$ cat src/rtl/dpram_fifo_ctrl_if.sv
// -----------------------------------------------------------------------------
// dpram_fifo_ctrl_if
//   Producer/consumer side of the DPRAM-backed FIFO controller.
//   master : the user of the FIFO (drives wr_en/wr_data/rd_en, sees status)
//   slave  : the FIFO controller itself
//   Signals:
//     wr_en, wr_data        write request and data
//     full, almost_full     write-side status
//     rd_en                 read request
//     rd_data, rd_valid     read data, valid one cycle after an accepted read
//     empty, almost_empty   read-side status
//     count                 occupancy 0..2**AW
//   Handshake: a write is taken on a clk edge where wr_en=1 and full=0; a read
//   is taken where rd_en=1 and empty=0. A taken read returns its word with
//   rd_valid=1 on the following cycle. Rejected requests are dropped.
// -----------------------------------------------------------------------------
interface dpram_fifo_ctrl_if #(
   parameter int DW = 8,
   parameter int AW = 6
);
   logic          wr_en;
   logic [DW-1:0] wr_data;
   logic          full;
   logic          almost_full;
   logic          rd_en;
   logic [DW-1:0] rd_data;
   logic          rd_valid;
   logic          empty;
   logic          almost_empty;
   logic [AW:0]   count;

   modport master (
      output wr_en, wr_data, rd_en,
      input  full, almost_full, rd_data, rd_valid, empty, almost_empty, count
   );

   modport slave (
      input  wr_en, wr_data, rd_en,
      output full, almost_full, rd_data, rd_valid, empty, almost_empty, count
   );
endinterface

$ cat src/rtl/dpram_fifo_ctrl.sv
// -----------------------------------------------------------------------------
// dpram_fifo_ctrl
//   Synchronous FIFO controller using an external 64x8 dual-port RAM as
//   storage. Port A of the RAM is written, port B is read (1-cycle latency).
//   Ports:
//     clk, rst       clock; synchronous active-high reset
//     fifo           dpram_fifo_ctrl_if.slave (user-side FIFO handshake)
//     ram_addr_a/ram_data_a/ram_we_a   RAM write port drive
//     ram_addr_b/ram_data_b/ram_we_b   RAM read port drive (data/we tied 0)
//     ram_q_b        RAM port B registered read data
//     overflow, underflow   sticky error flags, only when
//                           DPRAM_FIFO_ERR_FLAGS_EN is defined
//   Optional feature macro: DPRAM_FIFO_ERR_FLAGS_EN
// -----------------------------------------------------------------------------
module dpram_fifo_ctrl #(
   parameter int DW        = 8,
   parameter int AW        = 6,
   parameter int AF_THRESH = 56,
   parameter int AE_THRESH = 8
) (
   input  logic          clk,
   input  logic          rst,
   dpram_fifo_ctrl_if.slave fifo,
   output logic [AW-1:0] ram_addr_a,
   output logic [DW-1:0] ram_data_a,
   output logic          ram_we_a,
   output logic [AW-1:0] ram_addr_b,
   output logic [DW-1:0] ram_data_b,
   output logic          ram_we_b,
   input  logic [DW-1:0] ram_q_b
`ifdef DPRAM_FIFO_ERR_FLAGS_EN
   ,
   output logic          overflow,
   output logic          underflow
`endif
);

   localparam logic [AW:0] DEPTH_C = (AW+1)'(1 << AW);
   localparam logic [AW:0] AF_C    = (AW+1)'(AF_THRESH);
   localparam logic [AW:0] AE_C    = (AW+1)'(AE_THRESH);

   logic [AW-1:0] wr_ptr_q, wr_ptr_d;
   logic [AW-1:0] rd_ptr_q, rd_ptr_d;
   logic [AW:0]   count_q,  count_d;
   logic          rd_valid_q;
   logic          full_s, empty_s;
   logic          wr_acc, rd_acc;

   // Flags decode only the registered count, so acceptance never depends on
   // the opposite request in the same cycle.
   assign full_s  = (count_q == DEPTH_C);
   assign empty_s = (count_q == '0);

   assign wr_acc = fifo.wr_en & ~full_s;
   assign rd_acc = fifo.rd_en & ~empty_s;

   assign fifo.full         = full_s;
   assign fifo.empty        = empty_s;
   assign fifo.almost_full  = (count_q >= AF_C);
   assign fifo.almost_empty = (count_q <= AE_C);
   assign fifo.count        = count_q;
   assign fifo.rd_valid     = rd_valid_q;
   // RAM already registers the word; rd_valid marks when it belongs to us.
   assign fifo.rd_data      = ram_q_b;

   assign ram_addr_a = wr_ptr_q;
   assign ram_data_a = fifo.wr_data;
   assign ram_we_a   = wr_acc;
   assign ram_addr_b = rd_ptr_q;
   assign ram_data_b = '0;
   assign ram_we_b   = 1'b0;

   always_comb begin
      wr_ptr_d = wr_ptr_q;
      rd_ptr_d = rd_ptr_q;
      count_d  = count_q;
      if (wr_acc) wr_ptr_d = wr_ptr_q + 1'b1;   // wraps naturally at 2**AW
      if (rd_acc) rd_ptr_d = rd_ptr_q + 1'b1;
      case ({wr_acc, rd_acc})
         2'b10:   count_d = count_q + 1'b1;
         2'b01:   count_d = count_q - 1'b1;
         default: count_d = count_q;
      endcase
   end

   always_ff @(posedge clk) begin
      if (rst) begin
         wr_ptr_q   <= '0;
         rd_ptr_q   <= '0;
         count_q    <= '0;
         rd_valid_q <= 1'b0;   // drops any read in flight at reset
      end else begin
         wr_ptr_q   <= wr_ptr_d;
         rd_ptr_q   <= rd_ptr_d;
         count_q    <= count_d;
         rd_valid_q <= rd_acc;
      end
   end

`ifdef DPRAM_FIFO_ERR_FLAGS_EN
   logic overflow_q, underflow_q;

   always_ff @(posedge clk) begin
      if (rst) begin
         overflow_q  <= 1'b0;
         underflow_q <= 1'b0;
      end else begin
         if (fifo.wr_en & full_s)  overflow_q  <= 1'b1;
         if (fifo.rd_en & empty_s) underflow_q <= 1'b1;
      end
   end

   assign overflow  = overflow_q;
   assign underflow = underflow_q;
`endif

endmodule

$ cat src/flat_wrapper.sv
// flat-port wrapper written by rule: the top's interface ports become plain ports
module dpram_fifo_ctrl_flat 
#(
   parameter int DW        = 8,
   parameter int AW        = 6,
   parameter int AF_THRESH = 56,
   parameter int AE_THRESH = 8
)
  (clk, rst, ram_addr_a, ram_data_a, ram_we_a, ram_addr_b, ram_data_b, ram_we_b, ram_q_b, fifo_wr_en, fifo_wr_data, fifo_rd_en, fifo_full, fifo_almost_full, fifo_rd_data, fifo_rd_valid, fifo_empty, fifo_almost_empty, fifo_count);
  dpram_fifo_ctrl_if #(.DW(DW), .AW(AW)) fifo_i ();
  input  logic clk;
  input  logic rst;
  output logic [AW-1:0] ram_addr_a;
  output logic [DW-1:0] ram_data_a;
  output logic ram_we_a;
  output logic [AW-1:0] ram_addr_b;
  output logic [DW-1:0] ram_data_b;
  output logic ram_we_b;
  input  logic [DW-1:0] ram_q_b;
  input wire logic [$bits(fifo_i.wr_en)-1:0] fifo_wr_en;
  input wire logic [$bits(fifo_i.wr_data)-1:0] fifo_wr_data;
  input wire logic [$bits(fifo_i.rd_en)-1:0] fifo_rd_en;
  output wire logic [$bits(fifo_i.full)-1:0] fifo_full;
  output wire logic [$bits(fifo_i.almost_full)-1:0] fifo_almost_full;
  output wire logic [$bits(fifo_i.rd_data)-1:0] fifo_rd_data;
  output wire logic [$bits(fifo_i.rd_valid)-1:0] fifo_rd_valid;
  output wire logic [$bits(fifo_i.empty)-1:0] fifo_empty;
  output wire logic [$bits(fifo_i.almost_empty)-1:0] fifo_almost_empty;
  output wire logic [$bits(fifo_i.count)-1:0] fifo_count;
  assign fifo_i.wr_en = fifo_wr_en;
  assign fifo_i.wr_data = fifo_wr_data;
  assign fifo_i.rd_en = fifo_rd_en;
  assign fifo_full = fifo_i.full;
  assign fifo_almost_full = fifo_i.almost_full;
  assign fifo_rd_data = fifo_i.rd_data;
  assign fifo_rd_valid = fifo_i.rd_valid;
  assign fifo_empty = fifo_i.empty;
  assign fifo_almost_empty = fifo_i.almost_empty;
  assign fifo_count = fifo_i.count;
  dpram_fifo_ctrl #(.DW(DW), .AW(AW), .AF_THRESH(AF_THRESH), .AE_THRESH(AE_THRESH)) u_core (.clk(clk), .rst(rst), .fifo(fifo_i), .ram_addr_a(ram_addr_a), .ram_data_a(ram_data_a), .ram_we_a(ram_we_a), .ram_addr_b(ram_addr_b), .ram_data_b(ram_data_b), .ram_we_b(ram_we_b), .ram_q_b(ram_q_b));
endmodule
$ cat config.mk
export PLATFORM = sky130hd
export DESIGN_NAME = dpram_fifo_ctrl_flat
export DESIGN_NICKNAME = d
export VERILOG_FILES = /design/src/rtl/dpram_fifo_ctrl_if.sv /design/src/rtl/dpram_fifo_ctrl.sv /design/src/flat_wrapper.sv
export SDC_FILE = /design/constraint.sdc
export NUM_CORES = 1
export LEC_CHECK = 0
export BUFFER_PORTS_ARGS = -buffer_cell sky130_fd_sc_hd__buf_2
export CORE_AREA = 2 2 71 73
export DETAILED_ROUTE_END_ITERATION = 10
export DIE_AREA = 0 0 73 75
export GPL_ROUTABILITY_DRIVEN = 1
export SLEW_MARGIN = 10
export SYNTH_ARGS = -nofsm -noshare
export SYNTH_HDL_FRONTEND = slang
export SYNTH_SLANG_ARGS = --single-unit
$ cat constraint.sdc
create_clock -name clk -period 3.2 [get_ports clk]
set_input_delay 0.16 -clock clk [delete_from_list [all_inputs] [get_ports clk]]
set_output_delay 0.16 -clock clk [all_outputs]
set_load 0.005 [all_outputs]
==> results of run 1 <==
## final timing paths
| check | cells past startpoint | slack, ns | to |
|---|---|---|---|
| max | 9 | 0.20 | u_core.fifo.count[6] |
| min | 3 | 0.21 | u_core.fifo.rd_valid |
| max reg2reg | 9 | 0.20 | u_core.fifo.count[6] |
| min reg2reg | 2 | 0.48 | u_core.ram_addr_a[5] |
## area by class of cell
class                      instances  area share
multi-input combinational        111       0.508
tap                               54      0.0453
timing repair buffer              34       0.124
sequential                        20       0.268
inverter                           7      0.0176
clock buffer                       4      0.0369
## worst max-delay path, cell delays in order (launching register included)
cell and delay, ns:
dfxtp_1 0.43, or3b_2 0.56, o21ai_4 0.23, ha_1 0.20, inv_1 0.05, fa_1 0.39
nand2b_1 0.21, a21o_1 0.19, a221oi_1 0.28, mux2_2 0.36
## where the power goes
| group | switching (mW) | internal, mW |
|---|---|---|
| sequential | 0.0582 | 0.309 |
| clock | 0.0848 | 0.110 |
| combinational | 0.448 | 0.349 |
## per-layer routing
metal	track usage	vias up
li1	-	557
met1	0.124	485
met2	0.179	31
met3	0.0241	5
met4	0.0453	0
met5	0	-
## kinds of logic after synthesis
logic type               after synthesis  synth area share
AND/OR/NAND/NOR                       49             0.196
flip-flops                            20             0.294
buffers and inverters                 36             0.173
adder cells (fa/ha/maj)                9            0.0881
XOR/XNOR                               9            0.0578
AO/OA/AOI/OAI                         32             0.165
other                                  1           0.00275
multiplexers                           3            0.0229
## cell usage after synthesis, types with 3 or more instances
master	n	area, um2
dfxtp_1	20	400
clkbuf_1	3	11.3
o211ai_1	3	22.5
buf_4	25	188
and4_1	4	35.0
xor2_1	9	78.8
nand2_1	6	22.5
or3_1	4	25.0
nor2_1	17	63.8
ha_1	8	100
inv_1	7	26.3
o21ai_0	6	30.0
nand2b_1	4	25.0
a21oi_1	9	45.0
## registers in the layout, summed over array words and instances, names as in the netlist
register              count
u_core.fifo.rd_valid      1
u_core.ram_addr_a         6
u_core.ram_addr_b         6
u_core.fifo.count         7
## per-stage QoR
stage,power (mW),utilization,setup WS (ns)
floorplan,0.941,-,0.140
global placement,1.18,0.308,0.200
detailed placement,1.18,0.308,0.137
CTS,1.38,0.320,0.145
global route,1.49,0.320,0.0230
finish,1.36,0.320,0.197
## what timing repair did
| item | 4_1_cts | 5_1_grt |
|---|---|---|
| endpoints found under the hold margin | 0 | 0 |
| resized for setup | 0 | 1 |
| setup buffers | 0 | 0 |
| endpoints found under the setup margin | 0 | 1 |
==> flow_summary.yaml, run 1 <==
grt:
  grt_pass1_vias: 982
  grt_pass1_wl_um: 4460
  grt-ovfl-total: 0
  antenna_found_initial: 0
  grt_max_degree: 26
  grtUsageTotal: 0.104
timing:
  setup-tns-final_ns: 0
  finalCriticalPeriod_ns: 3.00
  finalSetupViolations: 0
  finalMaxSlewViolations: 0
  max_freq_ghz: 0.333
  fin_worst_skew_ns: 0.00817
  final_hold_viol_count: 0
  fin_crit_sh: 0.939
  rsz0062_at_grt: "no"
  holdWs_ns: 0.210
floorplanning:
  ioPinCount: 70
  core_um2: 4660
  dieWidth_um: 73
  die_y_um: 75
  start_util: 0.293
  die_area_um2: 5480
  rows: 25
cells_and_area:
  drive_gt1_frac: 0.278
  layout_commonest_cell: "buf_2"
  syn2layout_area_growth_pct: 9.36
  nets: 206
  multiInputGateArea_um2: 757
  antenna_cells: 0
  final_cell_mix: "buf_2, dfxtp_1, nor2_1"
  layout.cells.non_filler: 230
  fillers: 523
  seqCellArea_um2: 400
  stdcell_area_um2: 1490
cts:
  cts_sinks: 20
  ctsHoldBuffers: 0
  cts_tree: "yes"
  clock_latency_ns: 0.26
  htreeDepth: 1
  clk_path_buf_depth: 2
  path_clk_slew_ns: 0.08
  cts_buffers: 3
  root_buffer: "clkbuf_8"
worst_hold_path:
  hold_start: "fifo_rd_en"
  hold_path.class: "in -> reg"
worst_setup_path:
  r2r-start: "u_core.fifo.count[6]"
  worstPathArrival_ns: 3.16
  crit_start: "u_core.fifo.count[6]"
  end_kind: "flop"
  cp-start-kind: "flop"
  worstPathRequired_ns: 3.36
  path_class: "reg -> reg"
  crit_fanout: 6
synthesis:
  synth-async-reset-ratio: 0
  synth.distinct_cells: 39
  ys_ff_latch: 20
  synth_warnings: 0
  syn-instance-count: 159
  ys.flop_type: "dfxtp_1"
  syn-cell-area_um2: 1360
  synth_edf_count: 0
  avgSynthCellArea_um2: 8.58
  ys_seq_area_frac: 0.294
route:
  wl_met2_um: 1270
  via_per_inst: 4.69
  drt_iter0_markers: 20
  via_count: 1078
  drt-met1-wl_um: 1260
  wl_per_cell_um: 11.7
  top_layer: "met4"
  totalWireLength_um: 2700
  wl_met3_um: 122
  route.detailed.drc: 0
  ant_nets: 0
  dr.pass1.iters: 4
place:
  placed_cell_area_um2: 1440
  place_inst: 226
  gp_congestion: 0.872
  io_buffers: 28
  dpl.hpwl_um: 2070
power_and_ir_drop:
  p_per_area_nw_per_um2: 911
  p_leak_nw: 0.703
  peakVddDrop_mv: 0.258
job:
  maxCapViolCount: 0
run_status:
  status: "complete, no violations"
Note: power is estimated with default switching activity, not from simulation.
==> run 2, diff against run 1 <==
Settings changed: ABC_CLOCK_PERIOD_IN_PS set to 3200, MAX_ROUTING_LAYER set to met4, SLEW_MARGIN 10 to 20.
==> run 2 against run 1 <==
- hold slack worse by 0.0049 ns
- critical path type unchanged
- die area unchanged
- critical path depth unchanged
- sequential cell count unchanged
- setup slack worse by 0.00071 ns
- via count unchanged
- non-clock buffer count unchanged
==> flow_summary.yaml, run 2 (synthesized netlist as in run 1, its figures left out) <==
worst_setup_path:
  worstPathArrival_ns: 3.17
  cp-start-kind: "flop"
  rrSetupSlack_ns: 0.20
  path_buf_inv: 1
  cpLargestDelayFamily: "simple AND/OR/NAND/NOR gates"
  cp_slowest_cell: "or3b_2"
  cp_cell_sequence: "or3b_2 > o21ai_4 > ha_1 > inv_1 > fa_1 > nand2b_1 > a21o_1 > a221oi_1 > mux2_2"
  rr_worst_depth: 9
  worstReg2RegEnd: "u_core.fifo.count[6]"
  path_class: "reg -> reg"
  r2r-start: "u_core.fifo.count[6]"
  end_kind: "flop"
  cp_slowest_stage_delay_ns: 0.56
  crit_fanout: 6
  worstPathRequired_ns: 3.36
cts:
  path_clk_slew_ns: 0.08
  cts_sinks: 20
  clock_latency_ns: 0.27
  ctsHoldBuffers: 0
  cts_tree: "yes"
  htreeDepth: 1
  root_buffer: "clkbuf_8"
  cts_buffers: 3
  cts.repair.resized: 0
  clk_path_buf_depth: 2
  postCtsSetupBuffers: 0
timing:
  max_freq_ghz: 0.333
  finalCriticalPeriod_ns: 3.00
  finalSetupViolations: 0
  rsz0062_at_grt: "no"
  fin_crit_sh: 0.939
  fin_worst_skew_ns: 0.00826
  layout_setup_ws_ns: 0.196
  setup-tns-final_ns: 0
  final_hold_viol_count: 0
  finalMaxSlewViolations: 0
route:
  via_per_inst: 4.69
  route.detailed.drc: 0
  drt_iter0_markers: 20
  totalWireLength_um: 2720
  dr.pass1.iters: 4
  ant_nets: 0
  wl_per_cell_um: 11.8
  via_count: 1078
cells_and_area:
  drive_gt1_frac: 0.278
  layout.cells.non_filler: 230
  largest_reg_flops: 7
  layout_commonest_cell: "buf_2"
  syn2layout_area_growth_pct: 9.36
  antenna_cells: 0
  final_cell_mix: "buf_2, dfxtp_1, nor2_1"
  nets: 206
  stdcell_area_um2: 1490
power_and_ir_drop:
  p_leak_nw: 0.703
  p_per_area_nw_per_um2: 913
  p_comb_frac: 0.585
  sw_frac_of_total: 0.436
  p_int_uw: 768
  p_seq_frac: 0.270
  peakVddDrop_mv: 0.258
  p_total_mw: 1.36
  switchingPower_uw: 594
  clock_power_share: 0.145
grt:
  grt_pass1_vias: 982
  grtUsageTotal: 0.107
  antenna_found_initial: 0
  grt_pass1_wl_um: 4460
  grt-ovfl-total: 0
  grt_max_degree: 26
floorplanning:
  start_util: 0.293
  die_area_um2: 5480
  rows: 25
  ioPinCount: 70
  die_y_um: 75
  dieWidth_um: 73
  core_um2: 4660
worst_hold_path:
  hold_path.class: "in -> reg"
  min_to: "u_core.fifo.rd_valid"
  hold_start: "fifo_rd_en"
  hold_depth: 3
place:
  placed_cell_area_um2: 1440
  dp_slack_ns: 0.137
  dpl.hpwl_um: 2070
  io_buffers: 28
  place_inst: 226
  gp_congestion: 0.887
run_status:
  status: "complete, no violations"
job:
  maxCapViolCount: 0
run 2: cell counts in the layout (fill, tap and decap cells not counted):
Identical to the previous run, type by type.
run 2: tightest hold or removal path: stages:
cell	delay, ns
buf_2	0.13
o21ai_4	0.08
nor2_1	0.05
run 2: power by group through the flow:
stage	combinational (mW)	clock (mW)	sequential, mW
3_5_place_dp	0.805	0	0.375
2_1_floorplan	0.561	0	0.380
6_report	0.797	0.197	0.368
4_1_cts	0.810	0.203	0.369
5_1_grt	0.900	0.215	0.378
3_3_place_gp	0.802	0	0.375
run 2: through the flow:
stage | hold WS [ns] | utilization
floorplan | 0.306 | -
global placement | 0.320 | 0.308
detailed placement | 0.320 | 0.308
CTS | 0.208 | 0.320
global route | 0.217 | 0.320
finish | 0.205 | 0.320
run 2: metal layers:
metal  part of all wire  wire length (um)  up-vias  GRT usage
met2               0.47              1280       31      0.179
met3              0.044               119        5     0.0241
met4              0.021                57        0     0.0453
li1                   -                 -      557          -
met5                  0                 0        -          -
met1               0.46              1260      485      0.124
run 2: worst max path at each step:
stage	start	endpoint	slack, ns	depth (start not counted)
after floorplan	u_core.fifo.count[0]	u_core.fifo.count[6]	0.14	10
after global placement	u_core.fifo.count[0]	u_core.fifo.count[6]	0.20	10
after detailed placement	u_core.fifo.count[0]	u_core.fifo.count[6]	0.14	10
after CTS	u_core.fifo.count[0]	u_core.fifo.count[6]	0.14	10
after global routing	u_core.fifo.count[2]	u_core.fifo.count[6]	0.02	10
final	u_core.fifo.count[6]	u_core.fifo.count[6]	0.20	9
run 2: layout make-up:
class	instances	area, um2
multi-input combinational	111	757
fill	523	3170
tap	54	67.6
inverter	7	26.3
timing repair buffer	34	185
sequential	20	400
clock buffer	4	55.1
==> run 3, diff against run 2 <==
Settings changed: RECOVER_POWER set to 100.
==> run 3 against run 2 <==
- total power decreased by 4.3%
- wire length fell by 1.0%
- die area unchanged
- setup slack hardly changed
- clock power shrank 3%
- non-clock buffer count is the same
- sequential cell count is the same
- final area decreased by 2.7%
- hold slack improved by 0.0065 ns
==> flow_summary.yaml, run 3 (synthesized netlist as in run 1, its figures left out) <==
timing:
  fin_worst_skew_ns: 0.00592
  max_freq_ghz: 0.333
  finalSetupViolations: 0
  finalCriticalPeriod_ns: 3.00
  rsz0062_at_grt: "no"
  holdWs_ns: 0.212
  final_hold_viol_count: 0
  fin_crit_sh: 0.939
  setup-tns-final_ns: 0
  finalMaxSlewViolations: 0
place:
  dpl.hpwl_um: 2070
  io_buffers: 28
  gp_congestion: 0.887
  place_inst: 226
route:
  via_per_inst: 4.70
  totalWireLength_um: 2690
  ant_nets: 0
  wl_per_cell_um: 11.7
  via_count: 1080
  route.detailed.drc: 0
  dr.pass1.iters: 4
  drt_iter0_markers: 28
cts:
  clk_path_buf_depth: 2
  root_buffer: "clkbuf_8"
  cts_sinks: 20
  path_clk_slew_ns: 0.08
  clock_latency_ns: 0.26
  htreeDepth: 1
  cts_tree: "yes"
  cts_buffers: 3
  cts.repair.resized: 0
  ctsHoldBuffers: 0
  postCtsSetupBuffers: 0
grt:
  grt_pass1_wl_um: 4460
  grt_max_degree: 26
  grt_pass1_vias: 982
  grt-ovfl-total: 0
  antenna_found_initial: 0
  grtUsageTotal: 0.107
worst_setup_path:
  cpLargestDelayFamily: "simple AND/OR/NAND/NOR gates"
  crit_path_frequent_cell: "ha_1"
  worstPathArrival_ns: 3.16
  cp-start-kind: "flop"
  cp_slowest_stage_delay_ns: 0.61
  path_buf_inv: 2
  crit_fanout: 8
  end_kind: "flop"
  cp_cell_sequence: "or4_1 > o21ai_4 > inv_1 > ha_1 > buf_4 > ha_1 > nand2b_1 > a21o_1 > a221oi_1 > mux2_2"
  path_class: "reg -> reg"
  worstPathRequired_ns: 3.35
  cp_slowest_cell: "or4_1"
cells_and_area:
  fillers: 532
  seqCellArea_um2: 400
  layout_commonest_cell: "dfxtp_1"
  layout.cells.non_filler: 230
  antenna_cells: 0
  fin_util: 0.311
  multiInputGateArea_um2: 751
  final_cell_mix: "dfxtp_1, clkbuf_1, nor2_1"
  drive_gt1_frac: 0.159
  nets: 206
  largest_reg_flops: 7
  syn2layout_area_growth_pct: 6.42
power_and_ir_drop:
  p_total_mw: 1.30
  p_leak_nw: 0.627
  peakVddDrop_mv: 0.257
  p_per_area_nw_per_um2: 898
floorplanning:
  start_util: 0.293
  core_um2: 4660
  rows: 25
  dieWidth_um: 73
  die_y_um: 75
  die_area_um2: 5480
  ioPinCount: 70
run_status:
  status: "complete, no violations"
job:
  maxCapViolCount: 0
worst_hold_path:
  hold_path.class: "in -> reg"
-- run 3: report_power, final --
group | internal [mW] | total, mW | leakage (nW) | switching [mW]
combinational | 0.305 | 0.745 | 0.436 | 0.439
clock | 0.109 | 0.191 | 0.0288 | 0.0820
sequential | 0.309 | 0.367 | 0.163 | 0.0576
total | 0.724 | 1.30 | 0.627 | 0.579
-- run 3: worst paths after layout --
path | endpoint | from | slack [ns] | cells after the start
setup / recovery | u_core.fifo.count[6] | u_core.fifo.count[2] | 0.20 | 10
hold / removal | u_core.fifo.rd_valid | fifo_rd_en | 0.21 | 3
setup reg to reg | u_core.fifo.count[6] | u_core.fifo.count[2] | 0.20 | 10
hold reg to reg | u_core.ram_addr_a[5] | u_core.ram_addr_a[5] | 0.48 | 2
-- run 3: per-layer routing --
| layer | vias up | part of all wire | global-route usage | wire, um |
|---|---|---|---|---|
| met5 | - | 0 | - | 0 |
| met4 | 0 | 0.0097 | 0.0453 | 26 |
| met3 | 2 | 0.047 | 0.0241 | 127 |
| met2 | 34 | 0.48 | 0.179 | 1300 |
| met1 | 485 | 0.46 | 0.124 | 1240 |
| li1 | 559 | - | - | - |
-- run 3: metrics by stage --
step / worst slack (ns) / instance area, um2
2_1_floorplan: 0.140 / 1390
3_3_place_gp: 0.200 / 1440
3_5_place_dp: 0.137 / 1440
4_1_cts: 0.145 / 1490
5_1_grt: 0.0228 / 1450
6_report: 0.195 / 1450
-- run 3: layout make-up --
cell class	count	area share
clock buffers	4	0.0379
inverters	7	0.0181
multi-input cells	111	0.517
flip-flops and latches	20	0.276
well taps	54	0.0466
repair buffers	34	0.104
-- run 3: worst min-delay path, delay by kind of cell --
family / cells / cell delay [ns]
buffers and inverters: 1 / 0.13
AO/OA/AOI/OAI: 1 / 0.08
AND/OR/NAND/NOR: 1 / 0.05
